`config.mk`:
```
export PLATFORM = sky130hd
export DESIGN_NAME = mips_multicycle_ctrl
export DESIGN_NICKNAME = d
export VERILOG_FILES = /design/src/rtl/mips_ctrl_pkg.sv /design/src/rtl/alu_decoder.sv /design/src/rtl/mips_multicycle_ctrl.sv
export SDC_FILE = /design/constraint.sdc
export NUM_CORES = 1
export LEC_CHECK = 0
export CAP_MARGIN = 30
export CORE_MARGIN = 2
export CORE_UTILIZATION = 36
export CTS_CLUSTER_SIZE = 25
export DETAILED_ROUTE_END_ITERATION = 6
export PLACE_DENSITY_LB_ADDON = 0.25
export SLEW_MARGIN = 20
export SYNTH_ARGS = -nofsm -noshare
export SYNTH_HDL_FRONTEND = slang
export SYNTH_SLANG_ARGS = --single-unit
export TNS_END_PERCENT = 20
```
`constraint.sdc`:
```
create_clock -name clk -period 2.45 [get_ports clk]
set_clock_uncertainty 0.1 [all_clocks]
set_input_delay 0.49 -clock clk [delete_from_list [all_inputs] [get_ports clk]]
set_output_delay 0.49 -clock clk [all_outputs]
set_load 0.03 [all_outputs]
```
`src/rtl/mips_ctrl_pkg.sv`:
```
// Shared constants and types for the multicycle MIPS32 control path:
// opcode/funct encodings, ALU control codes, ALUOp selector and FSM states.
package mips_ctrl_pkg;

    localparam logic [5:0] OP_RTYPE = 6'b000000;
    localparam logic [5:0] OP_LW    = 6'b100011;
    localparam logic [5:0] OP_SW    = 6'b101011;
    localparam logic [5:0] OP_BEQ   = 6'b000100;
    localparam logic [5:0] OP_BNE   = 6'b000101;
    localparam logic [5:0] OP_ADDI  = 6'b001000;
    localparam logic [5:0] OP_J     = 6'b000010;

    localparam logic [5:0] FUNCT_ADD = 6'b100000;
    localparam logic [5:0] FUNCT_SUB = 6'b100010;
    localparam logic [5:0] FUNCT_AND = 6'b100100;
    localparam logic [5:0] FUNCT_OR  = 6'b100101;
    localparam logic [5:0] FUNCT_SLT = 6'b101010;

    localparam logic [2:0] ALU_ADD = 3'b010;
    localparam logic [2:0] ALU_SUB = 3'b110;
    localparam logic [2:0] ALU_AND = 3'b000;
    localparam logic [2:0] ALU_OR  = 3'b001;
    localparam logic [2:0] ALU_SLT = 3'b111;

    typedef enum logic [1:0] {
        ALUOP_ADD   = 2'b00,
        ALUOP_SUB   = 2'b01,
        ALUOP_FUNCT = 2'b10
    } alu_op_e;

    typedef enum logic [3:0] {
        S_FETCH   = 4'd0,
        S_DECODE  = 4'd1,
        S_MEMADR  = 4'd2,
        S_MEMRD   = 4'd3,
        S_MEMWB   = 4'd4,
        S_MEMWR   = 4'd5,
        S_EXECUTE = 4'd6,
        S_ALUWB   = 4'd7,
        S_BRANCH  = 4'd8,
        S_ADDIEX  = 4'd9,
        S_ADDIWB  = 4'd10,
        S_JUMP    = 4'd11,
        S_BNE     = 4'd12
    } state_e;

    // True for the R-type funct codes the datapath can execute.
    function automatic logic funct_is_legal(input logic [5:0] funct);
        case (funct)
            FUNCT_ADD, FUNCT_SUB, FUNCT_AND, FUNCT_OR, FUNCT_SLT: return 1'b1;
            default:                                             return 1'b0;
        endcase
    endfunction

endpackage

```
`src/rtl/alu_decoder.sv`:
```
// ALU decoder: turns the FSM's coarse ALUOp request (plus Funct for R-type)
// into the 3-bit ALU_control code.
module alu_decoder
    import mips_ctrl_pkg::*;
(
    input  alu_op_e    alu_op,
    input  logic [5:0] funct,
    output logic [2:0] alu_control
);

    // Unknown funct codes fall back to add; the FSM never reaches EXECUTE with one.
    always_comb begin
        alu_control = ALU_ADD;
        case (alu_op)
            ALUOP_SUB: alu_control = ALU_SUB;
            ALUOP_FUNCT: begin
                case (funct)
                    FUNCT_SUB: alu_control = ALU_SUB;
                    FUNCT_AND: alu_control = ALU_AND;
                    FUNCT_OR:  alu_control = ALU_OR;
                    FUNCT_SLT: alu_control = ALU_SLT;
                    default:   alu_control = ALU_ADD;
                endcase
            end
            default: alu_control = ALU_ADD;
        endcase
    end

endmodule

```
`src/rtl/mips_multicycle_ctrl.sv`:
```
// Multicycle MIPS32 control FSM (lw, sw, R-type, beq, addi, j).
// Optional feature macro: MIPS_BNE_EN adds a bne path through state 12.
module mips_multicycle_ctrl
    import mips_ctrl_pkg::*;
#(
    parameter int STATE_W = 4
) (
    input  logic               clk,
    input  logic               reset,
    input  logic [5:0]         Op,
    input  logic [5:0]         Funct,
    input  logic               zero_sig,
    output logic [2:0]         ALU_control,
    output logic               ALUSrcA,
    output logic [1:0]         ALUSrcB,
    output logic               IorD,
    output logic               MemWrite,
    output logic               IRWrite,
    output logic               RegDst,
    output logic               MemtoReg,
    output logic               RegWrite,
    output logic [1:0]         PCSrc,
    output logic               PCEn,
    output logic               illegal_instr,
    output logic [STATE_W-1:0] state_out
);

    state_e  state_q, state_d;
    alu_op_e alu_op;
    logic    pc_write, branch_eq, branch_ne;
    logic    mem_write, ir_write, reg_write, illegal;

    // Next-state selection and Moore decode of the current state.
    always_comb begin
        state_d   = S_FETCH;
        alu_op    = ALUOP_ADD;
        ALUSrcA   = 1'b0;
        ALUSrcB   = 2'b00;
        IorD      = 1'b0;
        RegDst    = 1'b0;
        MemtoReg  = 1'b0;
        PCSrc     = 2'b00;
        pc_write  = 1'b0;
        branch_eq = 1'b0;
        branch_ne = 1'b0;
        mem_write = 1'b0;
        ir_write  = 1'b0;
        reg_write = 1'b0;
        illegal   = 1'b0;
        case (state_q)
            S_FETCH: begin
                ir_write = 1'b1;
                pc_write = 1'b1;
                ALUSrcB  = 2'b01;
                state_d  = S_DECODE;
            end
            S_DECODE: begin
                ALUSrcB = 2'b11;
                case (Op)
                    OP_LW, OP_SW: state_d = S_MEMADR;
                    OP_RTYPE: begin
                        if (funct_is_legal(Funct)) begin
                            state_d = S_EXECUTE;
                        end else begin
                            illegal = 1'b1;
                        end
                    end
                    OP_BEQ:  state_d = S_BRANCH;
                    OP_ADDI: state_d = S_ADDIEX;
                    OP_J:    state_d = S_JUMP;
`ifdef MIPS_BNE_EN
                    OP_BNE:  state_d = S_BNE;
`endif
                    default: illegal = 1'b1;
                endcase
            end
            S_MEMADR: begin
                ALUSrcA = 1'b1;
                ALUSrcB = 2'b10;
                if (Op == OP_LW) begin
                    state_d = S_MEMRD;
                end else begin
                    state_d = S_MEMWR;
                end
            end
            S_MEMRD: begin
                IorD    = 1'b1;
                state_d = S_MEMWB;
            end
            S_MEMWB: begin
                reg_write = 1'b1;
                MemtoReg  = 1'b1;
            end
            S_MEMWR: begin
                IorD      = 1'b1;
                mem_write = 1'b1;
            end
            S_EXECUTE: begin
                ALUSrcA = 1'b1;
                alu_op  = ALUOP_FUNCT;
                state_d = S_ALUWB;
            end
            S_ALUWB: begin
                reg_write = 1'b1;
                RegDst    = 1'b1;
            end
            S_BRANCH: begin
                ALUSrcA   = 1'b1;
                alu_op    = ALUOP_SUB;
                PCSrc     = 2'b01;
                branch_eq = 1'b1;
            end
            S_ADDIEX: begin
                ALUSrcA = 1'b1;
                ALUSrcB = 2'b10;
                state_d = S_ADDIWB;
            end
            S_ADDIWB: begin
                reg_write = 1'b1;
            end
            S_JUMP: begin
                PCSrc    = 2'b10;
                pc_write = 1'b1;
            end
`ifdef MIPS_BNE_EN
            S_BNE: begin
                ALUSrcA   = 1'b1;
                alu_op    = ALUOP_SUB;
                PCSrc     = 2'b01;
                branch_ne = 1'b1;
            end
`endif
            default: state_d = S_FETCH;
        endcase
    end

    // State register; reset abandons any instruction in flight.
    always_ff @(posedge clk) begin
        if (reset) begin
            state_q <= S_FETCH;
        end else begin
            state_q <= state_d;
        end
    end

    alu_decoder u_alu_decoder (
        .alu_op      (alu_op),
        .funct       (Funct),
        .alu_control (ALU_control)
    );

    // Write enables are masked while reset is held so no partial writes leak out.
    assign MemWrite      = mem_write & ~reset;
    assign IRWrite       = ir_write & ~reset;
    assign RegWrite      = reg_write & ~reset;
    assign illegal_instr = illegal & ~reset;
    assign PCEn          = (pc_write | (branch_eq & zero_sig) | (branch_ne & ~zero_sig)) & ~reset;
    assign state_out     = STATE_W'(state_q);

endmodule

```
==> impl_table.tex, run 1 <==
\begin{tabular}{lr}
\hline
Metric & Value \\
\hline
\multicolumn{2}{l}{\textbf{STA}} \\
Number of slew-limit violations in the final report & 0 \\
Fmax & 407.8 MHz \\
RSZ-0062 raised after global routing & yes \\
Hold Vio Cnt, Final & 0 \\
Setup WS post-layout & -0.002465 ns \\
Worst Max-Slew Pin Slew & 0.3403 ns \\
Part of the cycle the worst path needs & 100.1\% \\
Slew HR & 76.72\% \\
Aggregate negative setup slack & -0.002465 ns \\
Final setup fails & 1 \\
Minimum clock period & 2.452 ns \\
\multicolumn{2}{l}{\textbf{Synthesis}} \\
Netlist cell types & 39 \\
Post-Syn Area & 586.8 sq um \\
Post-Synthesis Cells & 82 \\
Number of enable-type register cells in the synthesized netlist & 0 \\
Top post-synthesis cells by count & 9 x nor2\_1, 6 x a21oi\_1, 6 x inv\_1, 6 x nor3\_1, 5 x nand2b\_1 \\
Most common cell in the netlist & nor2\_1 \\
Portion of the post-synthesis area used by sequential elements & 13.65\% \\
Synthesized area divided by synthesized cell count & 7.156 sq um \\
Predominant post-synthesis flop cell & dfxtp\_1 \\
Yosys top cell by area & dfxtp\_1 \\
Share of the synthesized area in the top cell type & 13.65\% \\
Synthesized Nets & 99 \\
Flops \& latches, synth & 4 \\
Number of warnings issued by yosys & 0 \\
Dominant cells by area after synthesis & dfxtp\_1 14\%, nor2\_1 5.8\%, nand2b\_1 5.3\% \\
Post-synthesis async set-or-reset flop share & 0\% \\
\multicolumn{2}{l}{\textbf{GRT}} \\
Global-route wire length before repair & 3367 um \\
GR Util All Layers & 23.17\% \\
Vias in the first global route & 771 \\
Largest net degree at the start of global routing & 13 \\
GR Overflow Total & 0 \\
Initial antenna violation count & 0 \\
\multicolumn{2}{l}{\textbf{Detailed routing}} \\
Drt first-iter violations & 15 \\
Wire length per cell after detailed routing & 15.91 um \\
Remaining DRCs & 0 \\
Drt pass-1 iters & 4 \\
Total wire length & 2594 um \\
Number of nets still failing antenna checks after routing & 0 \\
Vias per Instance & 5.638 \\
Number of vias in the routed layout & 919 \\
\multicolumn{2}{l}{\textbf{Critical path}} \\
Crit start category & input port \\
Worst Setup End Kind & output port \\
Endpoint required time on the critical path & 1.86 ns \\
Start-to-end type of the worst setup path & input port to output port \\
Maximum fanout along the worst path & 3 \\
Arrival time reported for the critical path endpoint & 1.86 ns \\
\multicolumn{2}{l}{\textbf{Clocking}} \\
Maximum root-to-sink buffer count & 2 \\
Root buf cell & clkbuf\_4 \\
TritonCTS buffer count & 3 \\
CTS sink count & 4 \\
Clock-pin slew on the worst setup and hold paths & 0.04 ns \\
Number of H-tree levels & 1 \\
CTS tree & yes \\
Clock latency reported for the late side of the worst-skew pair & 0.25 ns \\
\multicolumn{2}{l}{\textbf{Placement}} \\
Placed cell area & 1205 sq um \\
Routability cong. & 0.8133 \\
Sum of net half-perimeters after detailed placement & 1811 um \\
Port-buffer cells & 34 \\
\multicolumn{2}{l}{\textbf{Run}} \\
Maximum Capacitance Violations & 0 \\
\multicolumn{2}{l}{\textbf{Floorplanning}} \\
Die outline width & 44.38 um \\
Starting density of the core & 38.51\% \\
Count of standard-cell rows & 14 \\
I/O Pins & 35 \\
Die area & 1969 sq um \\
Floorplan die height & 44.38 um \\
Placeable core region & 1524 sq um \\
\multicolumn{2}{l}{\textbf{Status}} \\
Violations in the final reports & setup timing \\
Result of the run & finished, violations left \\
\multicolumn{2}{l}{\textbf{Finish}} \\
Final non-filler cell area & 1344 sq um \\
Number of nets in the final layout & 166 \\
Number of inserted diodes & 0 \\
Flip-flop count of the largest register, all copies and words added & 4 \\
Final cell utilization of the core & 88.18\% \\
Area growth from synthesis to final layout & 129.0\% \\
Share of post-route cells with drive strength above 1 & 50.34\% \\
Number of inserted filler cells in the final layout & 80 \\
\multicolumn{2}{l}{\textbf{Power and ir drop}} \\
Total power per unit cell area & 226.8 nW/um\^{}2 \\
Max rail drop VDD & 290.5 uV \\
Leakage power & 0.6846 nW \\
\multicolumn{2}{l}{\textbf{Worst hold path}} \\
Min-delay worst type & register to register \\
\hline
\end{tabular}
final cells by class:
type | count | area (sq um) | share of cell area [%]
Multi-Input combinational cell | 68 | 608.1 | 45.25
Inverter | 6 | 22.52 | 1.676
Sequential cell | 4 | 81.33 | 6.052
Timing Repair Buffer | 66 | 589.3 | 43.85
Clock buffer | 3 | 22.52 | 1.676
Tap cell | 16 | 20.02 | 1.490
worst paths after layout:
path | from | to | slack, ns | cells after the start
hold reg to reg | state_out[2] | state_out[3] | 0.57 | 2
setup / recovery | Op[3] | illegal_instr | -0.002 | 6
setup reg to reg | state_out[1] | state_out[1] | 0.63 | 5
hold / removal | state_out[2] | state_out[3] | 0.57 | 2
per-layer routing:
layer  part of all wire (%)  track usage (%)  wire, um
met5                      0                0         0
met4                    3.9            9.091       101
met3                    5.9            3.265       152
met2                     57            44.41      1476
met1                     33            25.12       863
layout by cell type, fill, tap and decap left out, drive strengths merged, types with 2 or more instances in the layout:
master / Yosys / routed
xor2: 2 / 2
nand3: 2 / 2
clkbuf: 3 / 4
a2111oi: 2 / 2
inv: 6 / 6
and3: 2 / 2
clkdlybuf4s50: 0 / 13
nand2: 2 / 2
buf: 1 / 41
o21ai: 2 / 2
a211o: 2 / 2
nor2: 9 / 9
nor2b: 3 / 3
dlymetal6s2s: 0 / 10
o21bai: 2 / 2
or3: 2 / 2
nor4: 2 / 2
nand2b: 5 / 5
a21oi: 6 / 6
dfxtp: 4 / 4
ha: 2 / 2
or2: 2 / 2
nor3: 7 / 7
power by group:
part	total [mW]	internal, mW	switching, mW
sequential	0.0697	0.0672	0.00256
combinational	0.146	0.0773	0.0689
clock	0.0889	0.0552	0.0336
total	0.305	0.200	0.105
logic make-up (layout without fill, tap and decap cells):
group / count (synthesis) / count (layout) / share of synthesized area (%)
simple gates: 41 / 41 / 41.15
compound gates: 20 / 20 / 26.65
buf+inv: 10 / 75 / 6.396
flops: 4 / 4 / 13.65
fa+ha+maj: 3 / 3 / 5.970
xor+xnor: 3 / 3 / 4.478
mux: 1 / 1 / 1.706
per-stage QoR:
step	instances	power, mW	hold slack, ns	worst slack, ns
floorplan	82	0.1247	0.4623	-0.07090
global placement	160	0.1959	0.4929	-0.2999
detailed placement	160	0.2000	0.5251	-0.3684
CTS	163	0.2851	0.5427	-0.07845
global route	163	0.3187	0.6054	-0.06116
finish	163	0.3047	0.5651	-0.002465
critical path, cell delays in order:
cell and delay, ns:
clkdlybuf4s50_1 0.45, or2_4 0.28, nor3_4 0.20, nor2b_4 0.16
o31a_1 0.15, buf_6 0.13
timing repair:
item	4_1_cts	5_1_grt
resized for setup	11	31
pin swaps	0	4
buffers inserted	0	0
hold buffers	0	0
setup endpoints to repair	5	9
No activity file was read; power rests on OpenSTA's default activity.
==> run 2: changes to the inputs <==
--- a/config.mk
+++ b/config.mk
@@ -11,7 +11,6 @@
 export CTS_CLUSTER_SIZE = 25
 export DETAILED_ROUTE_END_ITERATION = 6
 export PLACE_DENSITY_LB_ADDON = 0.25
-export SLEW_MARGIN = 20
 export SYNTH_ARGS = -nofsm -noshare
 export SYNTH_HDL_FRONTEND = slang
 export SYNTH_SLANG_ARGS = --single-unit
==> results of run 2 <==
Same layout as run 1: the final DEF is identical, and so are final timing and power.
==> run 3: changes to the inputs <==
--- a/config.mk
+++ b/config.mk
@@ -6,7 +6,6 @@
 export NUM_CORES = 1
 export LEC_CHECK = 0
 export CAP_MARGIN = 30
-export CORE_MARGIN = 2
 export CORE_UTILIZATION = 36
 export CTS_CLUSTER_SIZE = 25
 export DETAILED_ROUTE_END_ITERATION = 6
==> impl_table.tex, run 3 (synthesis gave the netlist of run 1 again) <==
\begin{tabular}{lr}
\hline
Metric & Value \\
\hline
\multicolumn{2}{l}{\textbf{Status}} \\
Result of the run & finished, violations left \\
Violations in the final reports & setup timing \\
\multicolumn{2}{l}{\textbf{Clocking}} \\
Hold-fix buffer count after cts & 0 \\
Number of H-tree levels & 1 \\
CTS sink count & 4 \\
TritonCTS buffer count & 3 \\
Clock-pin slew on the worst setup and hold paths & 0.04 ns \\
Root buf cell & clkbuf\_4 \\
CTS tree & yes \\
Clock latency reported for the late side of the worst-skew pair & 0.24 ns \\
Maximum root-to-sink buffer count & 2 \\
\multicolumn{2}{l}{\textbf{Finish}} \\
Final cell utilization of the core & 87.13\% \\
Most common cell after layout, fill and taps aside & buf\_4 \\
Number of inserted diodes & 0 \\
FF/Latch Area & 81.33 sq um \\
Number of inserted filler cells in the final layout & 86 \\
Flip-flop count of the largest register, all copies and words added & 4 \\
Share of post-route cells with drive strength above 1 & 48.98\% \\
Number of nets in the final layout & 166 \\
Final standard cell count with taps included and fillers excluded & 163 \\
Area growth from synthesis to final layout & 123.7\% \\
Highest-count cells in the layout ignoring fill and taps & 37 x buf\_4, 13 x clkdlybuf4s50\_1, 8 x dlymetal6s2s\_1 \\
Area taken by multi-input logic gates & 588.1 sq um \\
\multicolumn{2}{l}{\textbf{Placement}} \\
Port-buffer cells & 34 \\
Sum of net half-perimeters after detailed placement & 1774 um \\
Post-Place Cells & 160 \\
Routability cong. & 0.7972 \\
\multicolumn{2}{l}{\textbf{Floorplanning}} \\
Die outline width & 42.38 um \\
Count of standard-cell rows & 14 \\
Floorplan die height & 42.38 um \\
Placeable core region & 1506 sq um \\
Die area & 1796 sq um \\
Starting density of the core & 38.95\% \\
I/O Pins & 35 \\
\multicolumn{2}{l}{\textbf{STA}} \\
RSZ-0062 raised after global routing & yes \\
Setup WS post-layout & -0.008157 ns \\
Fmax & 406.8 MHz \\
Hold Vio Cnt, Final & 0 \\
Final setup fails & 1 \\
Worst Max-Slew Pin Slew & 0.4995 ns \\
Minimum clock period & 2.458 ns \\
Aggregate negative setup slack & -0.008157 ns \\
Slew HR & 65.84\% \\
Number of slew-limit violations in the final report & 0 \\
Part of the cycle the worst path needs & 100.3\% \\
\multicolumn{2}{l}{\textbf{Detailed routing}} \\
Number of nets still failing antenna checks after routing & 0 \\
Number of vias in the routed layout & 933 \\
Remaining DRCs & 0 \\
Drt pass-1 iters & 4 \\
Vias per Instance & 5.724 \\
Drt first-iter violations & 17 \\
Wire length per cell after detailed routing & 17.62 um \\
Total wire length & 2872 um \\
\multicolumn{2}{l}{\textbf{GRT}} \\
Vias in the first global route & 859 \\
GR Util All Layers & 26.53\% \\
Largest net degree at the start of global routing & 13 \\
Global-route wire length before repair & 3739 um \\
GR Overflow Total & 0 \\
Initial antenna violation count & 0 \\
\multicolumn{2}{l}{\textbf{Run}} \\
Maximum Capacitance Violations & 0 \\
\multicolumn{2}{l}{\textbf{Power and ir drop}} \\
Max rail drop VDD & 398.9 uV \\
Total power per unit cell area & 229.6 nW/um\^{}2 \\
Leakage power & 0.6449 nW \\
\multicolumn{2}{l}{\textbf{Worst hold path}} \\
Min-delay worst type & register to register \\
\multicolumn{2}{l}{\textbf{Critical path}} \\
Start-to-end type of the worst setup path & register to output port \\
Maximum fanout along the worst path & 6 \\
Crit start category & register \\
Endpoint required time on the critical path & 1.86 ns \\
Arrival time reported for the critical path endpoint & 1.87 ns \\
Worst Setup End Kind & output port \\
\hline
\end{tabular}
## run 3: changes by cell type in the layout (fill, tap and decap cells not counted), sizes merged
cell | before | now
dlygate4sd2 | 1 | 3
dlymetal6s2s | 10 | 8
## run 3: area by class of cell
type | count | area share [%]
multi-input cells | 68 | 44.80
repair buffers | 66 | 44.04
flip-flops and latches | 4 | 6.196
clock buffers | 3 | 1.716
inverters | 6 | 1.716
well taps | 16 | 1.525
## run 3: power by group
part	leakage [nW]	internal, mW	switching, mW
Clock	0.0138	0.0551	0.0316
Combinational	0.598	0.0746	0.0702
Sequential	0.0331	0.0671	0.00270
Total	0.645	0.197	0.104
## run 3: per-layer routing
metal  vias to the layer above  share of wire (%)  global-route usage [%]
li1                        431                  -                       -
met1                       434                 38                   31.84
met2                        51                 53                   48.31
met3                        17                5.3                   4.310
met4                         0                4.3                   6.875
met5                         -                  0                       0
## run 3: through the flow
stage	worst slack [ns]	power (mW)	hold slack [ns]	cell area, sq um
2_1_floorplan	-0.07090	0.1247	0.4623	640.6
3_3_place_gp	-0.2981	0.1959	0.4995	1205
3_5_place_dp	-0.3405	0.1994	0.5087	1205
4_1_cts	-0.06892	0.2836	0.5158	1247
5_1_grt	-0.05534	0.3165	0.6094	1313
6_report	-0.008157	0.3013	0.5919	1313
## run 3: what timing repair did
item / CTS / global route
resized for setup: 14 / 22
pin swaps: 1 / 7
buffers inserted: 0 / 0
cloned: 0 / 0
setup endpoints to repair: 5 / 6
endpoints found under the hold margin: 0 / 0
## run 3: critical path, stage by stage (launching register included)
cell and delay (ns):
dfxtp_2 0.32, buf_4 0.13, buf_4 0.14, nand2b_1 0.22, nor2_1 0.14, clkdlybuf4s50_1 0.67
## run 3: final timing paths
kind	cells past startpoint	start	to	slack, ns
setup / recovery	5	state_out[3]	RegDst	-0.008
hold / removal	2	state_out[2]	state_out[3]	0.59
setup reg to reg	5	state_out[1]	state_out[1]	0.54
hold reg to reg	2	state_out[2]	state_out[3]	0.59
